`config.mk`:
```
export PLATFORM = sky130hd
export DESIGN_NAME = reg_xfer_seq
export DESIGN_NICKNAME = d
export VERILOG_FILES = /design/src/rtl/t64_pkg.sv /design/src/rtl/prio_enc16.sv /design/src/rtl/reg_xfer_seq.sv
export SDC_FILE = /design/constraint.sdc
export NUM_CORES = 1
export LEC_CHECK = 0
export CORE_AREA = 2 2 165 167
export DETAILED_ROUTE_END_ITERATION = 7
export DIE_AREA = 0 0 167 169
export PLACE_DENSITY_LB_ADDON = 0.05
export SLEW_MARGIN = 20
export SYNTH_ARGS = -nofsm -noshare
export SYNTH_HDL_FRONTEND = slang
export SYNTH_SLANG_ARGS = --single-unit
export TNS_END_PERCENT = 1
```
`constraint.sdc`:
```
create_clock -name clk -period 6.85 [get_ports clk]
set_input_delay 1.37 -clock clk [delete_from_list [all_inputs] [get_ports clk]]
set_output_delay 1.37 -clock clk [all_outputs]
set_load 0.01 [all_outputs]
```
`src/rtl/t64_pkg.sv`:
```
// Shared types and helpers for the t64 register/memory transfer logic.
package t64_pkg;

    localparam int T64_DATA_W = 64;

    typedef enum logic [1:0] {
        W8  = 2'd0,
        W16 = 2'd1,
        W32 = 2'd2,
        W64 = 2'd3
    } width_e;

    typedef enum logic [2:0] {
        IDLE = 3'd0,
        SCAN = 3'd1,
        REQ  = 3'd2,
        WB   = 3'd3,
        FIN  = 3'd4
    } state_e;

    function automatic logic [T64_DATA_W-1:0] width_mask(input width_e w);
        case (w)
            W8:      width_mask = 64'h0000_0000_0000_00FF;
            W16:     width_mask = 64'h0000_0000_0000_FFFF;
            W32:     width_mask = 64'h0000_0000_FFFF_FFFF;
            default: width_mask = 64'hFFFF_FFFF_FFFF_FFFF;
        endcase
    endfunction

    function automatic logic [3:0] width_bytes(input width_e w);
        case (w)
            W8:      width_bytes = 4'd1;
            W16:     width_bytes = 4'd2;
            W32:     width_bytes = 4'd4;
            default: width_bytes = 4'd8;
        endcase
    endfunction

endpackage

```
`src/rtl/prio_enc16.sv`:
```
// Combinational lowest-set-bit encoder over a 16-bit vector, with a valid flag.
module prio_enc16 (
    input  logic [15:0] bits,
    output logic [3:0]  idx,
    output logic        valid
);

    // Descending scan so the last hit, the lowest index, wins.
    always_comb begin
        idx   = 4'd0;
        valid = 1'b0;
        for (int i = 15; i >= 0; i--) begin
            if (bits[i]) begin
                idx   = 4'(i);
                valid = 1'b1;
            end
        end
    end

endmodule

```
`src/rtl/reg_xfer_seq.sv`:
```
// Store/load-multiple sequencer: walks a register mask and moves each register to/from memory.
// Optional abort input/aborted output enabled with `define REG_XFER_SEQ_ABORT_EN.
//   state | meaning
//   IDLE  | waiting for start
//   SCAN  | pick lowest remaining register, capture store data
//   REQ   | memory request held until mem_ack
//   WB    | regfile write of loaded data
//   FIN   | one-cycle done pulse
module reg_xfer_seq
    import t64_pkg::*;
#(
    parameter int NREGS  = 16,
    parameter int DATA_W = 64,
    parameter int ADDR_W = 64
) (
    input  logic                     clk,
    input  logic                     reset,
    input  logic                     start,
    input  logic                     load,
    input  logic [NREGS-1:0]         mask,
    input  logic [ADDR_W-1:0]        base_addr,
    input  logic [1:0]               width,
    output logic                     busy,
    output logic                     done,
    output logic [$clog2(NREGS)-1:0] rf_rdsel,
    input  logic [DATA_W-1:0]        rf_rddata,
    output logic [$clog2(NREGS)-1:0] rf_wrsel,
    output logic [DATA_W-1:0]        rf_din,
    output logic                     rf_wr,
    output logic [1:0]               rf_width,
    output logic                     mem_req,
    output logic                     mem_we,
    output logic [ADDR_W-1:0]        mem_addr,
    output logic [DATA_W-1:0]        mem_wdata,
    input  logic                     mem_ack,
`ifdef REG_XFER_SEQ_ABORT_EN
    input  logic                     abort,
    output logic                     aborted,
`endif
    input  logic [DATA_W-1:0]        mem_rdata
);

    state_e                     state, state_nxt;
    logic                       load_r;
    width_e                     width_r;
    logic [NREGS-1:0]           mask_rem;
    logic [ADDR_W-1:0]          addr_r;
    logic [$clog2(NREGS)-1:0]   cur_r;
    logic [DATA_W-1:0]          data_r;
    logic [DATA_W-1:0]          wmask;
    logic [3:0]                 enc_idx;
    logic                       enc_valid;
    logic                       abort_in;
    logic                       abort_pend;
    logic                       abort_any;

`ifdef REG_XFER_SEQ_ABORT_EN
    logic aborted_r;
    assign abort_in = abort;
    assign aborted  = aborted_r;
`else
    assign abort_in = 1'b0;
`endif

    assign abort_any = abort_in | abort_pend;
    assign wmask     = DATA_W'(width_mask(width_r));

    prio_enc16 u_enc (
        .bits  (mask_rem),
        .idx   (enc_idx),
        .valid (enc_valid)
    );

    always_ff @(posedge clk) begin
        if (reset) begin
            state <= IDLE;
        end else begin
            state <= state_nxt;
        end
    end

    always_comb begin
        state_nxt = state;
        busy      = 1'b0;
        done      = 1'b0;
        rf_rdsel  = '0;
        rf_wr     = 1'b0;
        mem_req   = 1'b0;
        mem_we    = 1'b0;
        case (state)
            IDLE: begin
                if (start) state_nxt = SCAN;
            end
            SCAN: begin
                busy     = 1'b1;
                rf_rdsel = enc_idx;
                if (!enc_valid || abort_any) state_nxt = FIN;
                else                         state_nxt = REQ;
            end
            REQ: begin
                busy    = 1'b1;
                mem_req = 1'b1;
                mem_we  = !load_r;
                if (mem_ack) begin
                    // A pending abort on a load still lets the write-back finish.
                    if (load_r)         state_nxt = WB;
                    else if (abort_any) state_nxt = FIN;
                    else                state_nxt = SCAN;
                end
            end
            WB: begin
                busy      = 1'b1;
                rf_wr     = 1'b1;
                state_nxt = abort_any ? FIN : SCAN;
            end
            FIN: begin
                done      = 1'b1;
                state_nxt = IDLE;
            end
            default: state_nxt = IDLE;
        endcase
    end

    always_ff @(posedge clk) begin
        if (reset) begin
            load_r     <= 1'b0;
            width_r    <= W8;
            mask_rem   <= '0;
            addr_r     <= '0;
            cur_r      <= '0;
            data_r     <= '0;
            abort_pend <= 1'b0;
        end else begin
            case (state)
                IDLE: begin
                    if (start) begin
                        load_r     <= load;
                        width_r    <= width_e'(width);
                        mask_rem   <= mask;
                        addr_r     <= base_addr;
                        abort_pend <= 1'b0;
                    end
                end
                SCAN: begin
                    if (enc_valid && !abort_any) begin
                        cur_r <= enc_idx;
                        if (!load_r) data_r <= rf_rddata & wmask;
                    end
                end
                REQ: begin
                    if (abort_in) abort_pend <= 1'b1;
                    if (mem_ack) begin
                        mask_rem[cur_r] <= 1'b0;
                        addr_r          <= addr_r + ADDR_W'(width_bytes(width_r));
                        if (load_r) data_r <= mem_rdata & wmask;
                    end
                end
                default: ;
            endcase
        end
    end

`ifdef REG_XFER_SEQ_ABORT_EN
    always_ff @(posedge clk) begin
        if (reset) begin
            aborted_r <= 1'b0;
        end else if (state == IDLE && start) begin
            aborted_r <= 1'b0;
        end else if (busy && state_nxt == FIN && abort_any) begin
            aborted_r <= 1'b1;
        end
    end
`endif

    assign rf_wrsel  = cur_r;
    assign rf_din    = data_r;
    assign rf_width  = width_r;
    assign mem_addr  = addr_r;
    assign mem_wdata = data_r;

endmodule

```
==> flow_summary_export.csv, run 1 <==
group,metric,value,unit
outcome,status,"finished clean",
setup_path,endpoint_kind,"output pin",
setup_path,path_depth,4,
power,power_leakage,0.00473,uW
sta,setup_tns,0,ns
synth,syn_avg_cell_area,7.66,sq um
setup_path,path_class,"register to output pin",
sta,grt_setup_unrepaired,"no",
clocking,cts_buffers,17,
clocking,cts.sink_count,154,
job,drv_cap,0,
synth,ys.flop_type,"dfxtp_1",
synth,synth_seq_cells,154,
drt,drc,0,
synth,synth_top_cells_by_area,"dfxtp_1, nand2_1, a21oi_1",
grt,grt_pass1_wl,56.5,mm
sta,period_needed,4.04,ns
clocking,clockRootBuffer,"clkbuf_16",
synth,synth_area_leader_cell,"dfxtp_1",
power,p_per_area,202,nW/um^2
clocking,cts_resized,0,
drt,dr.pass1.iters,7,
setup_path,path_cells,"nor2_1 -> nand2_4 -> inv_4 -> clkdlybuf4s50_1",
sta,hold_violations,0,
sta,fin_crit_sh,59.0,%
sta,relSlewSlack,30.4,%
grt,first_global_vias,9366,
sta,clock_skew,0.0187,ns
sta,slew_viol_final,0,
clocking,clk_pin_slew,0.07,ns
grt,antenna_found_initial,1,
floorplan,io_pins,422,
layout,drive_gt1_share,4.46,%
setup_path,cp_num_buf_inv,2,
drt,vias,10150,
drt,postRouteAntennaNets,0,
synth,synth_top_cell_area_share,33.1,%
grt,globalRoute.totalOverflow,0,
setup_path,cp.arrival,2.67,ns
place,detailed_place_hpwl,26.6,mm
synth,syn-num-nets,1437,
synth,synthCells,1217,
clocking,cts_tree,"yes",
floorplan,initial_utilization,35.2,%
synth,ys_types,70,
synth,syn-cell-area,9320,sq um
power,max-vdd-ir-drop,125,uV
clocking,cts_max_level,4,
synth,yosys_warnings,0,
clocking,cts_setup_buffers,0,
setup_path,rr_worst_depth,11,
sta,setup_viol,0,
clocking,cts-hold-fix-buffers,0,
floorplan,coreArea,26500,sq um
setup_path,critical_path.slowest_cell,"clkdlybuf4s50_1",
floorplan,fp-row-count,60,
layout,nets,1733,
grt,track_usage,25.3,%
clocking,clock_path_buffers,2,
drt,dr.first_iter.drc_count,853,
worst_hold_path,min_path_type,"register to register",
floorplan,die_area,28200,sq um
sta,worst_pin_slew,1.04,ns
synth,yosysMostFrequentCell,"nand2_1",
floorplan,die_h,169,um
drt,wirelength,37.3,mm
synth,netlist_top_cells_count,"nand2_1, dfxtp_1, a21oi_1",
clocking,clock_latency,0.44,ns
setup_path,crit_family,"buffers and inverters",
layout,syn2layout_area_growth,47.7,%
setup_path,cp.required,5.48,ns
synth,async_flop_share,0,%
floorplan,die_w,167,um
sta,max_freq,247,MHz
grt,grt_max_degree,98,
place,port_buffers,421,
synth,ys_seq_area_share,33.1,%
layout,antennaDiodeCount,0,
power,p_total,2780,uW
worst_hold_path,whs_path_depth,2,
drt,via_per_inst,5.44,
place,place.gp.congestion,0.847,
setup_path,cp_max_fo,59,
drt,avgRoutedWirePerCell,20.0,um
synth,synth-edff-count,0,
setup_path,start_kind,"register",
setup_path,max_stage_delay,0.68,ns
-- worst min-delay path: cells and delay by family (launching register included) --
kind,cells,cell delay [ns]
AND/OR/NAND/NOR,1,0.05
AO/OA/AOI/OAI,1,0.05
flip-flops,1,0.32
-- state kept, by name, summed over array words and instances (netlist names) --
signal and cells:
rf_width 2, mask_rem 16, load_r 1, state 3
rf_wrsel 4, mem_addr 64, mem_wdata 64
-- per-layer routing --
metal / vias to the layer above / wire length [um] / global-route usage (%)
met5: - / 13 / 0
met4: 2 / 425 / 5.10
met3: 29 / 2180 / 4.12
met2: 373 / 18200 / 42.8
met1: 4773 / 16500 / 34.1
li1: 4973 / - / -
-- cell usage in the layout, fill, tap and decap left out, drive strengths merged, types with 5 or more instances in the layout --
cell / synthesis / routed
a211oi: 13 / 13
a21o: 7 / 7
a21oi: 114 / 114
a22oi: 15 / 15
a311oi: 12 / 12
a31oi: 19 / 19
and2: 8 / 8
and3: 17 / 17
and4: 7 / 7
buf: 95 / 11
clkbuf: 59 / 17
clkdlybuf4s50: 0 / 420
dfxtp: 154 / 154
inv: 23 / 29
mux2i: 51 / 51
nand2: 171 / 171
nand2b: 14 / 14
nand3: 62 / 62
nand3b: 40 / 40
nand4: 23 / 23
nor2: 76 / 76
nor2b: 8 / 8
nor3: 24 / 24
nor4: 23 / 23
o211ai: 7 / 7
o21ai: 50 / 50
o22ai: 16 / 16
o31ai: 49 / 49
or4: 5 / 5
-- where the power goes --
part / internal, uW / leakage [uW] / switching, uW
combinational: 388 / 0.00322 / 404
sequential: 969 / 0.00126 / 115
clock: 471 / 0.000256 / 432
-- final timing paths --
path / startpoint / endpoint / slack, ns
setup / recovery: state[2] / mem_req / 2.81
hold / removal: mem_wdata[26] / mem_wdata[26] / 0.47
setup reg to reg: rf_width[1] / mem_addr[62] / 3.08
hold reg to reg: mem_wdata[26] / mem_wdata[26] / 0.47
-- stage by stage --
step / hold slack (ns) / setup WS, ns / util, % / cells / instance area, sq um
finish: 0.470 / 2.81 / 52.0 / 1866 / 13800
floorplan: 0.458 / 3.95 / - / 1217 / 9320
detailed placement: 0.461 / 2.47 / 49.9 / 1835 / 13200
CTS: 0.469 / 2.81 / 51.9 / 1866 / 13800
global placement: 0.457 / 2.54 / 49.9 / 1835 / 13200
global route: 0.487 / 2.63 / 52.0 / 1866 / 13800
-- logic make-up after synthesis --
logic type | count (synthesis) | synth area share, %
AND/OR/NAND/NOR | 492 | 27.7
AO/OA/AOI/OAI | 336 | 22.8
buffers and inverters | 177 | 9.99
flip-flops | 154 | 33.1
multiplexers | 52 | 5.60
adder cells (fa/ha/maj) | 5 | 0.752
XOR/XNOR | 1 | 0.0940
-- layout make-up --
| cell class | instances | area (sq um) |
|---|---|---|
| multi-input cells | 886 | 5340 |
| repair buffers | 431 | 4290 |
| flip-flops and latches | 154 | 3080 |
| fillers | 2580 | 12700 |
| well taps | 341 | 427 |
| clock buffers | 17 | 425 |
| inverters | 23 | 88.8 |
| clock inverters | 14 | 115 |
Power figures use the tool's default switching activity.
==> inputs of run 2 (changes only) <==
CORE_AREA = 2 2 164 166   (was 2 2 165 167)
DIE_AREA = 0 0 166 168   (was 0 0 167 169)
clock period = 3.95 ns   (was 6.85 ns; I/O delays follow)
==> flow_summary_export.csv, run 2 (same netlist as run 1, synthesis figures left out) <==
group,metric,value,unit
place,place.gp.congestion,0.894,
grt,grt_max_degree,97,
floorplan,coreArea,26400,sq um
outcome,status,"finished clean",
layout,syn2layout_area_growth,48.8,%
layout,fillers,2540,
setup_path,rr_worst_depth,12,
setup_path,cp_num_buf_inv,2,
place,port_buffers,421,
sta,setup_viol,0,
place,post-place-ws,0.961,ns
setup_path,max_stage_delay,0.60,ns
drt,drc,0,
drt,avgRoutedWirePerCell,19.7,um
setup_path,cp_max_fo,52,
worst_hold_path,worstHoldStart,"mem_wdata[25]",
worst_hold_path,worst_hold_path.endpoint,"mem_wdata[25]",
setup_path,reg2reg_to,"mem_addr[62]",
floorplan,initial_utilization,35.4,%
layout,drive_gt1_share,5.02,%
sta,worst_pin_slew,1.00,ns
clocking,cts_resized,0,
power,p_total,4840,uW
sta,max_freq,311,MHz
clocking,clock_path_buffers,2,
worst_hold_path,whs_path_depth,2,
place,detailed_place_hpwl,27.0,mm
drt,vias,10359,
sta,hold_violations,0,
setup_path,start_kind,"register",
sta,fin_ws,0.731,ns
floorplan,die_w,166,um
worst_hold_path,min_path_type,"register to register",
clocking,cts_max_level,4,
layout,nets,1742,
clocking,cts_buffers,17,
sta,grt_setup_unrepaired,"no",
power,power_leakage,0.00480,uW
grt,first_global_vias,9439,
setup_path,endpoint_kind,"output pin",
sta,period_needed,3.22,ns
grt,globalRoute.totalOverflow,0,
grt,track_usage,25.3,%
sta,setup_tns,0,ns
floorplan,io_pins,422,
floorplan,die_h,168,um
clocking,clockRootBuffer,"clkbuf_16",
drt,wirelength,37.0,mm
drt,dr.first_iter.drc_count,820,
setup_path,regToRegSetupSlack,0.95,ns
job,drv_cap,0,
drt,via_per_inst,5.52,
layout,layout_commonest_cell,"clkdlybuf4s50_1",
clocking,cts_setup_buffers,0,
sta,clock_skew,0.0142,ns
setup_path,path_cells,"nor2_1 -> nand2_4 -> inv_4 -> clkdlybuf4s50_1",
clocking,cts-hold-fix-buffers,0,
setup_path,critical_path.slowest_cell,"clkdlybuf4s50_1",
floorplan,die_area,27900,sq um
grt,antenna_found_initial,2,
clocking,clock_latency,0.43,ns
place,place_inst,1844,
power,max-vdd-ir-drop,211,uV
drt,dr.pass1.iters,5,
layout,final_cells,1877,
drt,postRouteAntennaNets,0,
sta,slew_viol_final,0,
setup_path,crit_family,"buffers and inverters",
power,p_per_area,349,nW/um^2
setup_path,path_class,"register to output pin",
grt,grt_pass1_wl,55.9,mm
sta,fin_crit_sh,81.5,%
clocking,cts_tree,"yes",
floorplan,fp-row-count,60,
setup_path,r2r-start,"rf_width[1]",
sta,relSlewSlack,33.1,%
clocking,clk_pin_slew,0.07,ns
setup_path,cp.required,3.16,ns
setup_path,cp.arrival,2.43,ns
layout,final_cell_mix,"clkdlybuf4s50_1, nand2_1, dfxtp_1, a21oi_1, nor2_1",
clocking,cts.sink_count,154,
layout,finish.utilization,52.6,%
-- run 2: metal layers --
metal / global-route usage [%] / routed length, um / up-vias
li1: - / - / 4994
met1: 33.0 / 16100 / 4875
met2: 41.9 / 17600 / 433
met3: 5.50 / 2470 / 55
met4: 7.79 / 794 / 2
met5: 0 / 18 / -
-- run 2: worst max-delay path by stage --
stage | cells after the start | slack [ns] | to | from
after floorplan | 10 | 1.20 | mem_addr[43] | rf_width[1]
after global placement | 7 | 1.01 | mem_addr[61] | state[2]
after detailed placement | 7 | 0.96 | mem_addr[57] | mem_ack
after CTS | 4 | 0.70 | mem_req | state[2]
after global routing | 4 | 0.54 | mem_req | state[2]
final | 4 | 0.73 | mem_req | state[2]
-- run 2: worst reg2reg max path: stages, from the launching register on --
cell and delay, ns:
dfxtp_1 0.29, buf_4 0.20, nor2_1 0.15, ha_1 0.20, inv_1 0.06, fa_1 0.38, nand2b_1 0.21, a211oi_1 0.21
buf_4 0.22, nand3_2 0.24, nor4_1 0.43, mux2i_1 0.23, o21ai_1 0.07
-- run 2: power by group --
part / total [uW] / internal (uW) / switching (uW) / leakage, uW
clock: 1560 / 820 / 740 / 0.000265
sequential: 1870 / 1680 / 192 / 0.00126
combinational: 1400 / 691 / 713 / 0.00328
total: 4840 / 3190 / 1650 / 0.00480
-- run 2: through the flow --
stage,instance area (sq um),hold WS (ns)
after floorplan,9320,0.458
after CTS,13900,0.482
after global routing,13900,0.502
final,13900,0.481
after global placement,13300,0.466
after detailed placement,13300,0.471
-- run 2: final cells by class --
| class | count | area (sq um) | share of cell area [%] |
|---|---|---|---|
| tap | 341 | 427 | 3.08 |
| multi-input combinational | 886 | 5340 | 38.5 |
| clock buffer | 18 | 429 | 3.09 |
| inverter | 23 | 88.8 | 0.640 |
| timing repair buffer | 440 | 4390 | 31.7 |
| clock inverter | 14 | 114 | 0.821 |
| antenna | 1 | 2.50 | 0.0180 |
| sequential | 154 | 3080 | 22.2 |
==> inputs of run 3 (changes only) <==
CORE_AREA = 2 2 163 165   (was 2 2 164 166)
DIE_AREA = 0 0 165 167   (was 0 0 166 168)
clock period = 2.6 ns   (was 3.95 ns; I/O delays follow)
==> flow_summary_export.csv, run 3 (same netlist as run 1, synthesis figures left out) <==
group,metric,value,unit
drt,postRouteAntennaNets,0,
layout,layout_commonest_cell,"clkdlybuf4s50_1",
layout,final_cell_mix,"clkdlybuf4s50_1, nand2_1, dfxtp_1, a21oi_1, nor2_1",
sta,hold_violations,0,
floorplan,initial_utilization,36.2,%
setup_path,start_kind,"register",
clocking,clockRootBuffer,"clkbuf_16",
grt,gr-usage-met1,33.6,%
drt,dr.first_iter.drc_count,784,
setup_path,rr_worst_depth,9,
sta,period_needed,2.53,ns
sta,max_freq,395,MHz
drt,vias,10485,
clocking,clk_pin_slew,0.07,ns
sta,slew_viol_final,0,
drt,drc,0,
grt,track_usage,26.5,%
floorplan,die_area,27600,sq um
grt,globalRoute.totalOverflow,0,
grt,use_met2,45.8,%
power,max-vdd-ir-drop,356,uV
sta,grt_setup_unrepaired,"yes",
clocking,cts_buffers,17,
clocking,clock_latency,0.44,ns
worst_hold_path,min_path_type,"register to register",
sta,relSlewSlack,46.2,%
setup_path,endpoint_kind,"register",
grt,grt_pass1_wl,56.8,mm
setup_path,cp_common_cell,"nand4_1",
layout,seqCellArea,3090,sq um
grt,grt_max_degree,98,
layout,fillers,2435,
setup_path,cp_max_fo,5,
grt,grt_use_met3,5.01,%
outcome,status,"finished clean",
job,drv_cap,0,
setup_path,max_stage_delay,0.54,ns
sta,clock_skew,0.0157,ns
place,place.gp.congestion,0.895,
grt,first_global_vias,9750,
layout,syn2layout_area_growth,55.0,%
grt,grt.busiest_layer,"met2",
layout,finish.utilization,56.1,%
setup_path,critical_path.slowest_cell,"or4_1",
layout,antennaDiodeCount,0,
power,power_leakage,0.00514,uW
grt,antenna_found_initial,0,
clocking,cts.sink_count,154,
place,detailed_place_hpwl,28.1,mm
clocking,cts_tree,"yes",
drt,dr.pass1.iters,5,
layout,drive_gt1_share,9.53,%
drt,avgRoutedWirePerCell,19.7,um
sta,fin_crit_sh,97.3,%
layout,multi_input_area,5470,sq um
floorplan,coreArea,25800,sq um
layout,nets,1791,
drt,wirelength,37.8,mm
sta,worst_pin_slew,0.799,ns
sta,setup_viol,0,
clocking,clock_path_buffers,2,
power,p_per_area,540,nW/um^2
worst_hold_path,whs_path_depth,2,
drt,via_per_inst,5.46,
setup_path,cp.required,2.98,ns
setup_path,path_class,"register to register",
floorplan,die_h,167,um
setup_path,path_cells,"buf_4 -> and2_1 -> ha_1 -> nand4_1 -> o22ai_4 -> nand4_1 -> or4_1 -> a21oi_1 -> or2_1",
floorplan,die_w,165,um
floorplan,fp-row-count,59,
place,port_buffers,421,
setup_path,cp.arrival,2.91,ns
clocking,cts_max_level,4,
power,p_total,7800,uW
floorplan,io_pins,422,
[run 3: critical path: cells and delay by family (launching register included)]
kind	cells	cell delay, ns
AO/OA/AOI/OAI	2	0.42
buffers and inverters	1	0.15
adder cells (fa/ha/maj)	1	0.33
flip-flops	1	0.32
AND/OR/NAND/NOR	5	1.26
[run 3: metal layers]
metal / wire (um) / up-vias
li1: - / 5100
met2: 18800 / 413
met5: 0 / -
met1: 15800 / 4927
met3: 2580 / 45
met4: 704 / 0
[run 3: worst paths after layout]
kind / startpoint / end / slack (ns)
worst min register to register: mem_wdata[20] / mem_wdata[20] / 0.48
worst min-delay path: mem_wdata[20] / mem_wdata[20] / 0.48
worst max-delay path: rf_width[0] / mem_addr[43] / 0.07
worst max register to register: rf_width[0] / mem_addr[43] / 0.07
[run 3: through the flow]
stage	setup slack [ns]	hold WS, ns	instance area [sq um]	std cells	TNS [ns]
after global placement	0.00783	0.461	13700	1886	0
after floorplan	0.00144	0.458	9350	1217	0
after detailed placement	-0.0342	0.468	13700	1886	-0.0678
after global routing	-0.0349	0.495	14500	1919	-0.112
final	0.0698	0.481	14500	1919	0
after CTS	-0.0487	0.478	14400	1919	-0.131
[run 3: layout make-up]
class / count / area share, %
Multi-Input combinational cell: 886 / 37.8
Timing Repair Buffer: 489 / 33.1
Sequential cell: 154 / 21.4
Clock buffer: 18 / 2.97
Tap cell: 335 / 2.90
Clock inverter: 14 / 1.19
Inverter: 23 / 0.615
[run 3: report_power, final]
group,switching (uW),internal (uW),total [uW],leakage (uW)
sequential,272,2550,2830,0.00126
combinational,1150,1160,2320,0.00358
clock,1190,1460,2660,0.000297
total,2620,5180,7800,0.00514
[run 3: what timing repair did]
item / CTS / global route
hold buffers: 0 / 0
endpoints found under the setup margin: 10 / 21
buffers inserted: 1 / 0
pin swaps: 4 / 4
gates resized for setup: 10 / 22
